`src/rtl/oled_pkg.sv`:
```
// Shared types and constants for the SSD1306 command/pixel byte sequencer.
package oled_pkg;

    typedef enum logic [1:0] {
        PWR,
        IDLE,
        XFER,
        GAP
    } state_t;

    localparam logic [7:0] CTRL_CMD  = 8'h00;
    localparam logic [7:0] CTRL_DATA = 8'h40;
    localparam int         INIT_LEN  = 31;

    localparam int BCNT_W = 11;
    localparam int WAIT_W = 16;

endpackage

```
`src/rtl/oled_init_rom.sv`:
```
// SSD1306 128x64 power-on command list, indexed by position after the control byte.
module oled_init_rom
    import oled_pkg::*;
(
    input  logic [4:0] index,
    output logic [7:0] data
);

    always_comb begin
        data = 8'h00;
        case (index)
            5'd0:  data = 8'hAE;
            5'd1:  data = 8'hD5;
            5'd2:  data = 8'h80;
            5'd3:  data = 8'hA8;
            5'd4:  data = 8'h3F;
            5'd5:  data = 8'hD3;
            5'd6:  data = 8'h00;
            5'd7:  data = 8'h40;
            5'd8:  data = 8'h8D;
            5'd9:  data = 8'h14;
            5'd10: data = 8'h20;
            5'd11: data = 8'h00;
            5'd12: data = 8'hA1;
            5'd13: data = 8'hC8;
            5'd14: data = 8'hDA;
            5'd15: data = 8'h12;
            5'd16: data = 8'h81;
            5'd17: data = 8'hCF;
            5'd18: data = 8'hD9;
            5'd19: data = 8'hF1;
            5'd20: data = 8'hDB;
            5'd21: data = 8'h40;
            5'd22: data = 8'hA4;
            5'd23: data = 8'hA6;
            5'd24: data = 8'h21;
            5'd25: data = 8'h00;
            5'd26: data = 8'h7F;
            5'd27: data = 8'h22;
            5'd28: data = 8'h00;
            5'd29: data = 8'h07;
            5'd30: data = 8'hAF;
            default: data = 8'h00;
        endcase
    end

endmodule

```
`src/rtl/oled_cmd_seq.sv`:
```
// Feeds the i2c master one byte per next/ack handshake: the init list once after
// power-up, then one full frame of upstream pixel bytes per start_frame request.
module oled_cmd_seq
    import oled_pkg::*;
#(
    parameter logic [7:0] I2C_ADDR   = 8'h78,
    parameter int         PWR_WAIT   = 16,
    parameter int         GAP_CYCLES = 8,
    parameter int         FB_BYTES   = 1024
) (
    input  logic       clock,
    input  logic       reset,
    input  logic       next,
    output logic       enable,
    output logic [7:0] command,
    output logic       ack,
    input  logic       start_frame,
    input  logic [7:0] pix_data,
    input  logic       pix_valid,
    output logic       pix_ready,
    output logic       init_done,
    output logic       frame_done,
    output logic       busy
);

    localparam logic [WAIT_W-1:0] PWR_LAST = WAIT_W'(PWR_WAIT - 1);
    localparam logic [WAIT_W-1:0] GAP_LAST = WAIT_W'(GAP_CYCLES - 1);
    localparam logic [BCNT_W-1:0] FB_LEN   = BCNT_W'(FB_BYTES);
    localparam logic [BCNT_W-1:0] ROM_LEN  = BCNT_W'(INIT_LEN);

    state_t              state_reg, state_next;
    logic [WAIT_W-1:0]   cnt_reg, cnt_next;
    logic [BCNT_W-1:0]   byte_cnt_reg, byte_cnt_next;
    logic                ctrl_sent_reg, ctrl_sent_next;
    logic                hs_pending_reg, hs_pending_next;
    logic                enable_reg, enable_next;
    logic [7:0]          command_reg, command_next;
    logic                ack_reg, ack_next;
    logic                init_done_reg, init_done_next;
    logic                frame_done_reg, frame_done_next;

    logic                is_frame;
    logic                more_bytes;
    logic                pix_byte;
    logic                pix_load;
    logic [BCNT_W-1:0]   xfer_len;
    logic [7:0]          rom_byte;

    oled_init_rom u_rom (
        .index (byte_cnt_reg[4:0]),
        .data  (rom_byte)
    );

    // Init only ever runs before init_done is set, so the flag also selects the byte source.
    assign is_frame   = init_done_reg;
    assign xfer_len   = is_frame ? FB_LEN : ROM_LEN;
    assign more_bytes = !ctrl_sent_reg || (byte_cnt_reg < xfer_len);
    assign pix_byte   = is_frame && ctrl_sent_reg;

    always_ff @(posedge clock) begin
        if (reset) begin
            state_reg      <= PWR;
            cnt_reg        <= '0;
            byte_cnt_reg   <= '0;
            ctrl_sent_reg  <= 1'b0;
            hs_pending_reg <= 1'b0;
            enable_reg     <= 1'b0;
            command_reg    <= I2C_ADDR;
            ack_reg        <= 1'b0;
            init_done_reg  <= 1'b0;
            frame_done_reg <= 1'b0;
        end else begin
            state_reg      <= state_next;
            cnt_reg        <= cnt_next;
            byte_cnt_reg   <= byte_cnt_next;
            ctrl_sent_reg  <= ctrl_sent_next;
            hs_pending_reg <= hs_pending_next;
            enable_reg     <= enable_next;
            command_reg    <= command_next;
            ack_reg        <= ack_next;
            init_done_reg  <= init_done_next;
            frame_done_reg <= frame_done_next;
        end
    end

    always_comb begin
        state_next      = state_reg;
        cnt_next        = cnt_reg;
        byte_cnt_next   = byte_cnt_reg;
        ctrl_sent_next  = ctrl_sent_reg;
        hs_pending_next = hs_pending_reg;
        enable_next     = enable_reg;
        command_next    = command_reg;
        ack_next        = ack_reg;
        init_done_next  = init_done_reg;
        frame_done_next = 1'b0;
        pix_load        = 1'b0;

        case (state_reg)
            PWR: begin
                if (cnt_reg == PWR_LAST) begin
                    state_next      = XFER;
                    enable_next     = 1'b1;
                    command_next    = I2C_ADDR;
                    byte_cnt_next   = '0;
                    ctrl_sent_next  = 1'b0;
                    hs_pending_next = 1'b0;
                    ack_next        = 1'b0;
                    cnt_next        = '0;
                end else begin
                    cnt_next = cnt_reg + 1'b1;
                end
            end

            IDLE: begin
                if (start_frame && init_done_reg) begin
                    state_next      = XFER;
                    enable_next     = 1'b1;
                    command_next    = I2C_ADDR;
                    byte_cnt_next   = '0;
                    ctrl_sent_next  = 1'b0;
                    hs_pending_next = 1'b0;
                    ack_next        = 1'b0;
                    cnt_next        = '0;
                end
            end

            XFER: begin
                // The inter-transaction gap is timed from the edge that drops enable.
                if (!enable_reg) begin
                    cnt_next = cnt_reg + 1'b1;
                end
                if (next && !hs_pending_reg) begin
                    if (!more_bytes) begin
                        enable_next     = 1'b0;
                        hs_pending_next = 1'b1;
                        cnt_next        = '0;
                    end else if (!pix_byte || pix_valid) begin
                        ack_next        = 1'b1;
                        hs_pending_next = 1'b1;
                        if (!ctrl_sent_reg) begin
                            command_next   = is_frame ? CTRL_DATA : CTRL_CMD;
                            ctrl_sent_next = 1'b1;
                        end else begin
                            command_next  = pix_byte ? pix_data : rom_byte;
                            byte_cnt_next = byte_cnt_reg + 1'b1;
                            pix_load      = pix_byte;
                        end
                    end
                end else if (!next && hs_pending_reg) begin
                    ack_next        = 1'b0;
                    hs_pending_next = 1'b0;
                    if (!enable_reg) begin
                        state_next = GAP;
                    end
                end
            end

            GAP: begin
                if (cnt_reg >= GAP_LAST) begin
                    state_next = IDLE;
                    if (init_done_reg) begin
                        frame_done_next = 1'b1;
                    end else begin
                        init_done_next = 1'b1;
                    end
                end else begin
                    cnt_next = cnt_reg + 1'b1;
                end
            end

            default: state_next = PWR;
        endcase
    end

    assign enable     = enable_reg;
    assign command    = command_reg;
    assign ack        = ack_reg;
    assign init_done  = init_done_reg;
    assign frame_done = frame_done_reg;
    assign busy       = (state_reg != IDLE);
    assign pix_ready  = pix_load && !reset;

endmodule
```
`config.mk`:
```
export PLATFORM = sky130hd
export DESIGN_NAME = oled_cmd_seq
export DESIGN_NICKNAME = d
export VERILOG_FILES = /design/src/rtl/oled_pkg.sv /design/src/rtl/oled_init_rom.sv /design/src/rtl/oled_cmd_seq.sv
export SDC_FILE = /design/constraint.sdc
export NUM_CORES = 1
export LEC_CHECK = 0
export ABC_AREA = 1
export CAP_MARGIN = 15
export CORE_ASPECT_RATIO = 1.75
export CORE_MARGIN = 4
export CORE_UTILIZATION = 40
export CTS_CLUSTER_DIAMETER = 40
export DETAILED_ROUTE_END_ITERATION = 10
export PLACE_DENSITY = 0.61
export SLEW_MARGIN = 30
export SYNTH_ARGS = -nofsm -noshare
export SYNTH_HDL_FRONTEND = slang
export SYNTH_SLANG_ARGS = --single-unit
```
`constraint.sdc`:
```
create_clock -name clock -period 8.2 [get_ports clock]
set_input_delay 1.64 -clock clock [delete_from_list [all_inputs] [get_ports clock]]
set_output_delay 1.64 -clock clock [all_outputs]
set_load 0.01 [all_outputs]
```
==> flow_metrics.env <==
export IMPL_worstMarginPinSlew_ns=0.645
export IMPL_worstReg2RegEnd="u_rom.data[5]"
export IMPL_synth_distinct_cells=38
export IMPL_synth_top_area_share=0.281
export IMPL_worstPathMaxFanout=4
export IMPL_leakage_nw=1.94
export IMPL_hpwl_um=7920
export IMPL_clk_latency_ns=0.30
export IMPL_slew_violations=0
export IMPL_syn_inst=572
export IMPL_timing_slew_headroom=0.567
export IMPL_dieWidth_um=80.0
export IMPL_start_kind="input pin"
export IMPL_grt_pass1_wl_um=16900
export IMPL_fin_crit_sh=0.618
export IMPL_cap_violations=0
export IMPL_crit_top_cell="clkdlybuf4s50_1"
export IMPL_drtAntennaViolNets=0
export IMPL_ys_warnings_count=0
export IMPL_pin_count=27
export IMPL_r2r_slack_ns=4.47
export IMPL_finalPower_mw=1.23
export IMPL_placed_area_um2=3950
export IMPL_fin_crit_ns=5.07
export IMPL_ys_async_sr_fraction=0
export IMPL_antenna_found_initial=0
export IMPL_ys_seq_elements=51
export IMPL_synth_area_leaders="dfxtp_1, nand2_1, nand3_1"
export IMPL_cts_made_buffers=5
export IMPL_drt_iter0_drc=196
export IMPL_critPathBufInv=2
export IMPL_critPathKind="in2out"
export IMPL_drc_errors=0
export IMPL_via_per_inst=5.26
export IMPL_synth_enable_flop_cells=0
export IMPL_grt_max_degree=23
export IMPL_crit_family="buffers and inverters"
export IMPL_dr_pass1_iters=5
export IMPL_grtUsageTotal=0.199
export IMPL_synth_fp_nets=601
export IMPL_cts_sinks=51
export IMPL_clockRootBuffer="clkbuf_16"
export IMPL_area_delta_synth_final_pct=13.5
export IMPL_max_freq_ghz=0.197
export IMPL_cts_tree="yes"
export IMPL_post_cts_buffers=0
export IMPL_die_area_um2=10700
export IMPL_fin_tns_setup_ns=0
export IMPL_vias=3727
export IMPL_ir_worst_vdd_mv=0.150
export IMPL_core_area_um2=8780
export IMPL_path_clk_slew_ns=0.07
export IMPL_seq_area_frac_synth=0.281
export IMPL_rr_worst_depth=22
export IMPL_setup_worst_path_start="next"
export IMPL_crit_cells=5
export IMPL_synth_main_ff_cell="dfxtp_1"
export IMPL_grt_pass1_vias=3694
export IMPL_cts_resized=0
export IMPL_setup_slack_ns=3.13
export IMPL_r2r_start="init_done"
export IMPL_synth_area_um2=3630
export IMPL_cp_end_kind="output pin"
export IMPL_outcome="completed"
export IMPL_synth_common_cells="nand2_1, inv_1, nor2_1"
export IMPL_yosysTopAreaCell="dfxtp_1"
export IMPL_pre_cts_ws_ns=3.14
export IMPL_finalSetupViolCount=0
export IMPL_wl_per_cell_um=14.3
export IMPL_critical_path_endpoint="pix_ready"
export IMPL_drt_total_wl_um=10100
export IMPL_largest_register_ffs=16
export IMPL_crit_arrival_ns=3.43
export IMPL_die_h_um=134
export IMPL_hold_path_class="reg2reg"
export IMPL_cp_slowest_stage_delay_ns=0.61
export IMPL_cts_max_level=2
export IMPL_slowest_stage="clkdlybuf4s50_1"
export IMPL_portBuffers=26
export IMPL_start_util=0.413
export IMPL_rsz0062_at_grt="false"
export IMPL_finish_net_count=619
export IMPL_gp_congestion=0.980
export IMPL_grt_overflow=0
export IMPL_drive_gt1_frac=0.0728
export IMPL_fp_row_count=45
export IMPL_num_antenna_cells=0
export IMPL_cts_buffer_depth=2
export IMPL_final_area_um2=4120
export IMPL_final_hold_violation_count=0
export IMPL_postCtsHoldBufs=0
export IMPL_clock_skew_ns=0.00488
export IMPL_path_cells="clkdlybuf4s50_1 > ha_1 > nand4_1 > nor4_1 > clkdlybuf4s50_1"
export IMPL_syn_avg_cell_area_um2=6.35
export IMPL_yosysMostFrequentCell="nand2_1"
export IMPL_p_per_area_nw_per_um2=299
export IMPL_required_ns=6.56
## cells in the final DEF (no fill, tap or decap), types with 5 or more instances in the layout
cell type and instances:
a21oi_1 27, clkbuf_16 5, clkdlybuf4s50_1 26, dfxtp_1 51, ha_1 16, inv_1 71, inv_2 8, nand2_1 135
nand2_2 11, nand3_1 62, nand4_1 5, nor2_1 65, nor3_1 5, o211ai_1 7, o21ai_0 36, o21ai_1 6
xor2_1 10
## per-stage QoR
stage / std cells / utilization / hold slack (ns)
2_1_floorplan: 572 / - / 0.457
3_3_place_gp: 700 / 0.449 / 0.445
3_5_place_dp: 700 / 0.449 / 0.448
4_1_cts: 708 / 0.469 / 0.457
5_1_grt: 708 / 0.469 / 0.497
6_report: 708 / 0.469 / 0.455
## layout make-up
class,instances,area (µm²)
Clock inverter,2,38.8
Timing Repair Buffer,28,275
Tap cell,117,146
Sequential cell,51,1020
Clock buffer,6,139
Fill cell,974,4660
Multi-Input combinational cell,424,2200
Inverter,80,300
## power by group
part	internal (mW)	switching (mW)	total, mW
Combinational	0.201	0.401	0.602
Clock	0.154	0.0996	0.253
Sequential	0.309	0.0675	0.377
## worst register-to-register path: stages, from the launching register on
cell     delay (ns)
dfxtp_1        0.69
inv_1          0.38
ha_1           0.40
inv_1          0.08
nor2_1         0.05
nand2_1        0.08
inv_1          0.04
nand2_1        0.05
nand3_1        0.16
nand2_1        0.16
nand3_1        0.08
nand2_1        0.14
nand3_1        0.09
nand2_1        0.10
nand2_1        0.19
inv_1          0.17
ha_1           0.28
nand3_1        0.13
nand2_1        0.09
nand2_1        0.05
nand2_1        0.11
nand2_1        0.06
nand2_1        0.07
## layer usage
layer	track usage	up-vias	share of wire
met5	0	-	0
met4	0.131	0	0.057
met3	0.0262	44	0.030
met2	0.376	96	0.55
met1	0.194	1690	0.36
li1	-	1897	-
## worst min path at each step
stage / startpoint / endpoint / slack [ns] / cells after the start
2_1_floorplan: hs_pending_reg / hs_pending_reg / 0.46 / 2
3_3_place_gp: command[0] / command[0] / 0.45 / 2
3_5_place_dp: command[0] / command[0] / 0.45 / 2
4_1_cts: command[0] / command[0] / 0.46 / 2
5_1_grt: command[0] / command[0] / 0.50 / 2
6_report: command[0] / command[0] / 0.45 / 2
## kinds of logic after synthesis
kind of cell,count (synthesis),share of synthesized area
buf+inv,97,0.112
simple gates,299,0.364
xor+xnor,14,0.0338
compound gates,95,0.153
flops,51,0.281
fa+ha+maj,16,0.0551
No activity file was read; power rests on OpenSTA's default activity.
